--- config.mk ---
export PLATFORM = sky130hd
export DESIGN_NAME = adsr_envelope
export DESIGN_NICKNAME = d
export VERILOG_FILES = /design/src/rtl/adsr_envelope.sv
export SDC_FILE = /design/constraint.sdc
export NUM_CORES = 2
export LEC_CHECK = 0
export CAP_MARGIN = 20
export CORE_MARGIN = 2
export CORE_UTILIZATION = 55
export DETAILED_ROUTE_END_ITERATION = 16
export GPL_TIMING_DRIVEN = 0
export PLACE_DENSITY = 0.75
export SYNTH_ARGS = -nofsm -noshare
export SYNTH_HDL_FRONTEND = slang
export SYNTH_SLANG_ARGS = --single-unit
--- constraint.sdc ---
create_clock -name clk -period 8.78 [get_ports clk]
set_clock_uncertainty 0.2 [all_clocks]
set_input_delay 1.317 -clock clk [delete_from_list [all_inputs] [get_ports clk]]
set_output_delay 1.317 -clock clk [all_outputs]
set_load 0.01 [all_outputs]
--- src/rtl/adsr_envelope.sv ---
// Per-voice ADSR amplitude envelope: gate/tick driven level FSM and a
// registered sample scaler (sample_in * level >>> LEVEL_BITS).
module adsr_envelope #(
    parameter int unsigned LEVEL_BITS = 16
) (
    input  logic                  clk,
    input  logic                  reset,
    input  logic                  gate,
    input  logic                  env_tick,
    input  logic [LEVEL_BITS-1:0] attack_step,
    input  logic [LEVEL_BITS-1:0] decay_step,
    input  logic [LEVEL_BITS-1:0] sustain_level,
    input  logic [LEVEL_BITS-1:0] release_step,
    input  logic signed [31:0]    sample_in,
    output logic signed [31:0]    sample_out,
    output logic [LEVEL_BITS-1:0] level,
    output logic [2:0]            state,
    output logic                  active
);

    localparam int unsigned PW = 32 + LEVEL_BITS + 1;
    localparam logic [LEVEL_BITS:0] FULL = {1'b0, {LEVEL_BITS{1'b1}}};

    typedef enum logic [2:0] {
        StIdle    = 3'd0,
        StAttack  = 3'd1,
        StDecay   = 3'd2,
        StSustain = 3'd3,
        StRelease = 3'd4
    } state_e;

    state_e                state_q, state_d;
    logic [LEVEL_BITS-1:0] level_q, level_d;
    logic                  gate_q;
    logic                  rise, fall;
    logic [LEVEL_BITS:0]   attack_sum, decay_floor;
    logic signed [PW-1:0]  sample_ext, level_ext, product;
    logic                  unused_product_bits;

    assign rise        = gate & ~gate_q;
    assign fall        = ~gate & gate_q;
    assign attack_sum  = {1'b0, level_q} + {1'b0, attack_step};
    assign decay_floor = {1'b0, sustain_level} + {1'b0, decay_step};

    always_comb begin
        state_d = state_q;
        level_d = level_q;
        if (rise) begin
            // Retrigger keeps the current level; no step on an edge cycle.
            state_d = StAttack;
        end else if (fall && (state_q == StAttack || state_q == StDecay ||
                              state_q == StSustain)) begin
            state_d = StRelease;
        end else if (env_tick) begin
            case (state_q)
                StIdle: level_d = '0;
                StAttack: begin
                    if (attack_sum >= FULL) begin
                        level_d = {LEVEL_BITS{1'b1}};
                        state_d = StDecay;
                    end else begin
                        level_d = attack_sum[LEVEL_BITS-1:0];
                    end
                end
                StDecay: begin
                    if ({1'b0, level_q} <= decay_floor) begin
                        level_d = sustain_level;
                        state_d = StSustain;
                    end else begin
                        level_d = level_q - decay_step;
                    end
                end
                StSustain: level_d = sustain_level;
                StRelease: begin
                    if (level_q <= release_step) begin
                        level_d = '0;
                        state_d = StIdle;
                    end else begin
                        level_d = level_q - release_step;
                    end
                end
                default: begin
                    state_d = StIdle;
                    level_d = '0;
                end
            endcase
        end
    end

    // Level is treated as unsigned, so it is zero-extended before the signed multiply.
    assign sample_ext = {{(PW-32){sample_in[31]}}, sample_in};
    assign level_ext  = {{(PW-LEVEL_BITS){1'b0}}, level_q};
    assign product    = sample_ext * level_ext;
    assign unused_product_bits = ^{product[PW-1], product[LEVEL_BITS-1:0]};

    always_ff @(posedge clk) begin
        if (reset) begin
            state_q    <= StIdle;
            level_q    <= '0;
            gate_q     <= 1'b0;
            active     <= 1'b0;
            sample_out <= '0;
        end else begin
            state_q    <= state_d;
            level_q    <= level_d;
            gate_q     <= gate;
            active     <= (state_d != StIdle);
            sample_out <= product[LEVEL_BITS +: 32];
        end
    end

    assign level = level_q;
    assign state = state_q;

endmodule

==> run summary <==
Slew at the pin closest to its max-slew limit: 1.10 ns. The count of distinct cell types in the synthesized netlist is 62. Synthesis produced a netlist with a net count of 3407. The synthesized design contains 53 register bits. The worst hold path passes through 2 cells. The congestion estimate from routability-driven global placement came to 0.993. The fraction of synthesized cell area taken by the top area cell type was 0.431; the first-iteration detailed-routing DRC count was 1633. Measured along the x axis, the die boundary spans 207 um.

The net switching share of the total power came out at 0.416. The tool flagged a number of max-cap violations equal to 0. Synthesis produced 2630 cells.

The logs give 0.346 for the aggregate global-route resource usage and 5 for the total CTS buffers. In this run the clock root is driven by a clkbuf_16. The cell family contributing the most delay on the critical path is adder cells. The run gives 3323 as the number of standard cells in the final layout excluding fillers. For the worst setup path, the data required time is 8.81 ns. For this block, the routed nets add up to 69700 um of wire. Number of buffer and inverter instances along the worst setup path: 5. Entering global routing, the biggest net connects 18 pins. Detailed routing inserted a total of 18.9k vias. TritonCTS built the clock tree.

After clock tree synthesis, the clock-pin slew on the worst setup and hold paths is 0.08 ns. After legalization and detailed placement, the total HPWL measured 57600 um. The relative max-transition margin is 0.264. For this run, the leading register cell type out of synthesis is dfxtp_1. The share of total power in combinational logic is 0.499. For this run, the slowest stage of the critical path takes 0.75 ns. The number of warnings reported in the yosys synthesis log is 0, and the cell count along the critical path is 22.

The post-route fraction of the period consumed by the critical path is 0.975. The count of flip-flops with a built-in enable after synthesis came out at 0. By startpoint and endpoint, the worst setup path is classified as input pin to flop.

For the final count of pins violating max slew, the log shows 0. The number of hold buffers added after CTS was 0. In the routed layout, each cell is associated on average with a via count of 5.69. Prior to clock tree synthesis, the placed netlist has a worst setup slack of -0.574 ns.

In this run the vertical extent of the chip is 207 um. The largest individual stage delay along the critical path comes from the cell clkdlybuf4s50_1. The logs give 0.0470 for the portion of the post-synthesis area used by sequential elements and 117 MHz for the upper clock frequency limit. Sorting the synthesized cells by how often they occur yields inv_1 (601), fa_1 (486), nand2_1 (323).

The number of top-level pins was 152. The min-delay analysis places its worst path in the category flop to flop. The post-synthesis async set-or-reset flop share is 0, and the number of failing setup endpoints in the final timing report is 0. The tools report the portion of total power attributed to the clock network as 0.246. The biggest area contributor in the post-synthesis netlist is fa_1. The clock passes through at most 2 buffers. The per-cell routed wire length is 21.0 um, and the cell total after placement is 3313. The internal portion of the total power is 598 uW.

The synthesized area was 0.0226 mm^2. Port buffering added 150 buffers. The tools report the via count of the first global-routing pass as 20.2k. The first detailed-routing pass ran for 6 iterations. The flow ran to the end, and the final reports show no timing, DRC or antenna violations. The worst-case IR drop observed on VDD is 68.6 uV. In the final design database the tool counted 3566 nets. The H-tree was split into 2 levels.

For the detailed-route DRC error count, the log shows 0. STA classifies the critical path endpoint as a flop. The logs give 0.216 ns for the final worst setup slack and 53 for the number of clock sinks seen by CTS. After floorplanning, the core was divided into 74 placement rows. Initial standard-cell utilization of the core: 0.556.

The run gives 0.0427 mm^2 as the die footprint. For this design the static power due to leakage is 12.7 nW. In the post-synthesis netlist, the biggest area contributors are fa_1 (43%), ha_1 (11%), inv_1 (10%). The logs give 3 for the number of antenna violations at the first check in global routing and 0 for the count of nets left with antenna violations after detail routing. The sequential power share is 0.256, and the worst reg-to-reg path cell count is 20. The cell type with the highest occurrence count on the critical path is fa_1. The first global-routing pass estimated 110000 um of wire. In this run the power spent charging and discharging nets is 426 uW. The core area was 0.0406 mm^2. Subtracting the final worst setup slack from the clock period gives 8.56 ns.

The tools report the clock network latency to the later pin of the worst-skew pair as 0.34 ns. Summed over all layers, the global routing overflow is 0. The most common cell in the synthesized netlist is inv_1. The kind of start point of the critical path is an input pin. The power density normalized to cell area is 41.0 mW/mm^2, and the peak fanout along the critical path is 10. After layout, the design draws a total of 1.02 mW.

A synthesized cell averages 8.59 um^2. For the worst setup path, the data arrival time is 8.60 ns. Relative to the synthesized area, the layout overhead comes to 10.6%.

The fraction of final layout cells sized beyond drive strength 1 is 0.0190. The signal on the critical path passes through clkdlybuf4s50_1, clkbuf_2, nand2_1, fa_1, inv_1, fa_1, fa_1, fa_1, fa_1, inv_1, fa_1, inv_1, ha_1, a21o_1, a31oi_1, and2_1, a211o_1, a21oi_1, o21ai_0, a21boi_1, o41ai_1, mux2_2. For the final hold violation count, the log shows 0.
-- power groups by stage --
stage	sequential (mW)	clock (mW)	combinational, mW
3_5_place_dp	0.268	0	0.498
4_1_cts	0.262	0.261	0.504
6_report	0.262	0.252	0.511
3_3_place_gp	0.267	0	0.490
5_1_grt	0.263	0.266	0.561
2_1_floorplan	0.269	0	0.295
-- cell type report --
class	count	area [um^2]
well taps	532	666
multi-input cells	1876	18900
inverters	601	2260
clock buffers	5	125
repair buffers	152	1520
clock inverters	3	43.8
plain buffers	100	403
flip-flops and latches	53	1060
diodes	1	2.50
fillers	3566	15700
-- worst paths after layout --
path | slack [ns] | startpoint | end
worst max-delay path | 0.22 | sample_in[9] | sample_out[21]$_SDFF_PP0_
worst min-delay path | 0.34 | gate_q$_SDFF_PP0_ | state[2]$_SDFF_PP0_
worst max register to register | 0.67 | level[12]$_SDFFE_PP0P_ | sample_out[21]$_SDFF_PP0_
worst min register to register | 0.34 | gate_q$_SDFF_PP0_ | state[2]$_SDFF_PP0_
-- cell usage in the layout (no fill, tap or decap), types with 11 or more instances in the layout --
cell type	instances
inv_1	601
fa_1	485
nand2_1	323
and2_1	229
ha_1	191
clkdlybuf4s50_1	150
a21oi_1	85
clkbuf_1	77
nor2_1	77
o21ai_0	72
dfxtp_1	53
xnor2_1	45
a21o_1	40
xor2_1	31
nor3_1	30
nand2b_1	24
nand3_1	21
a211oi_1	21
clkbuf_2	20
nor2b_1	19
o21a_1	17
nand4_1	16
or3_1	12
and3_1	11
a221oi_1	11
-- cell families (layout without fill, tap and decap cells) --
group / count (synthesis) / in the layout / synth area share
multiplexers: 3 / 3 / 0.00144
AND/OR/NAND/NOR: 793 / 793 / 0.174
flip-flops: 53 / 53 / 0.0470
AO/OA/AOI/OAI: 327 / 327 / 0.0946
adder cells (fa/ha/maj): 677 / 677 / 0.537
XOR/XNOR: 76 / 76 / 0.0295
buffers and inverters: 701 / 861 / 0.117
other: 0 / 1 / 0
-- per-stage QoR --
step	area, um^2	TNS (ns)	hold slack, ns	util
6_report	25000	0	0.345	0.615
5_1_grt	25000	-0.0103	0.439	0.615
4_1_cts	24900	0	0.356	0.614
3_5_place_dp	24800	-4.02	0.335	0.609
3_3_place_gp	24700	-2.37	0.318	0.609
2_1_floorplan	22600	0	0.287	-
-- registers in the layout, indices dropped and copies added (netlist names) --
register and flops:
active 1, gate_q 1, level 16, sample_out 32, state 3
-- tightest hold or removal path, cell delays in order (launching register included) --
cell	delay, ns
dfxtp_1	0.33
nor2b_1	0.07
nor2b_1	0.11
-- metal layers --
metal	wire length, um	GRT usage	up-vias
met5	0	0	-
met1	27500	0.449	9380
met3	7130	0.0829	214
met2	31800	0.559	944
met4	3230	0.141	0
li1	-	-	8362
-- repair_timing --
| item | in CTS | in global routing |
|---|---|---|
| endpoints found under the hold margin | 0 | 0 |
| resized for setup | 3 | 43 |
| setup endpoints to repair | 6 | 8 |
| buffers inserted | 0 | 0 |
| pin swaps | 0 | 0 |
Note: power is estimated with default switching activity, not from simulation.
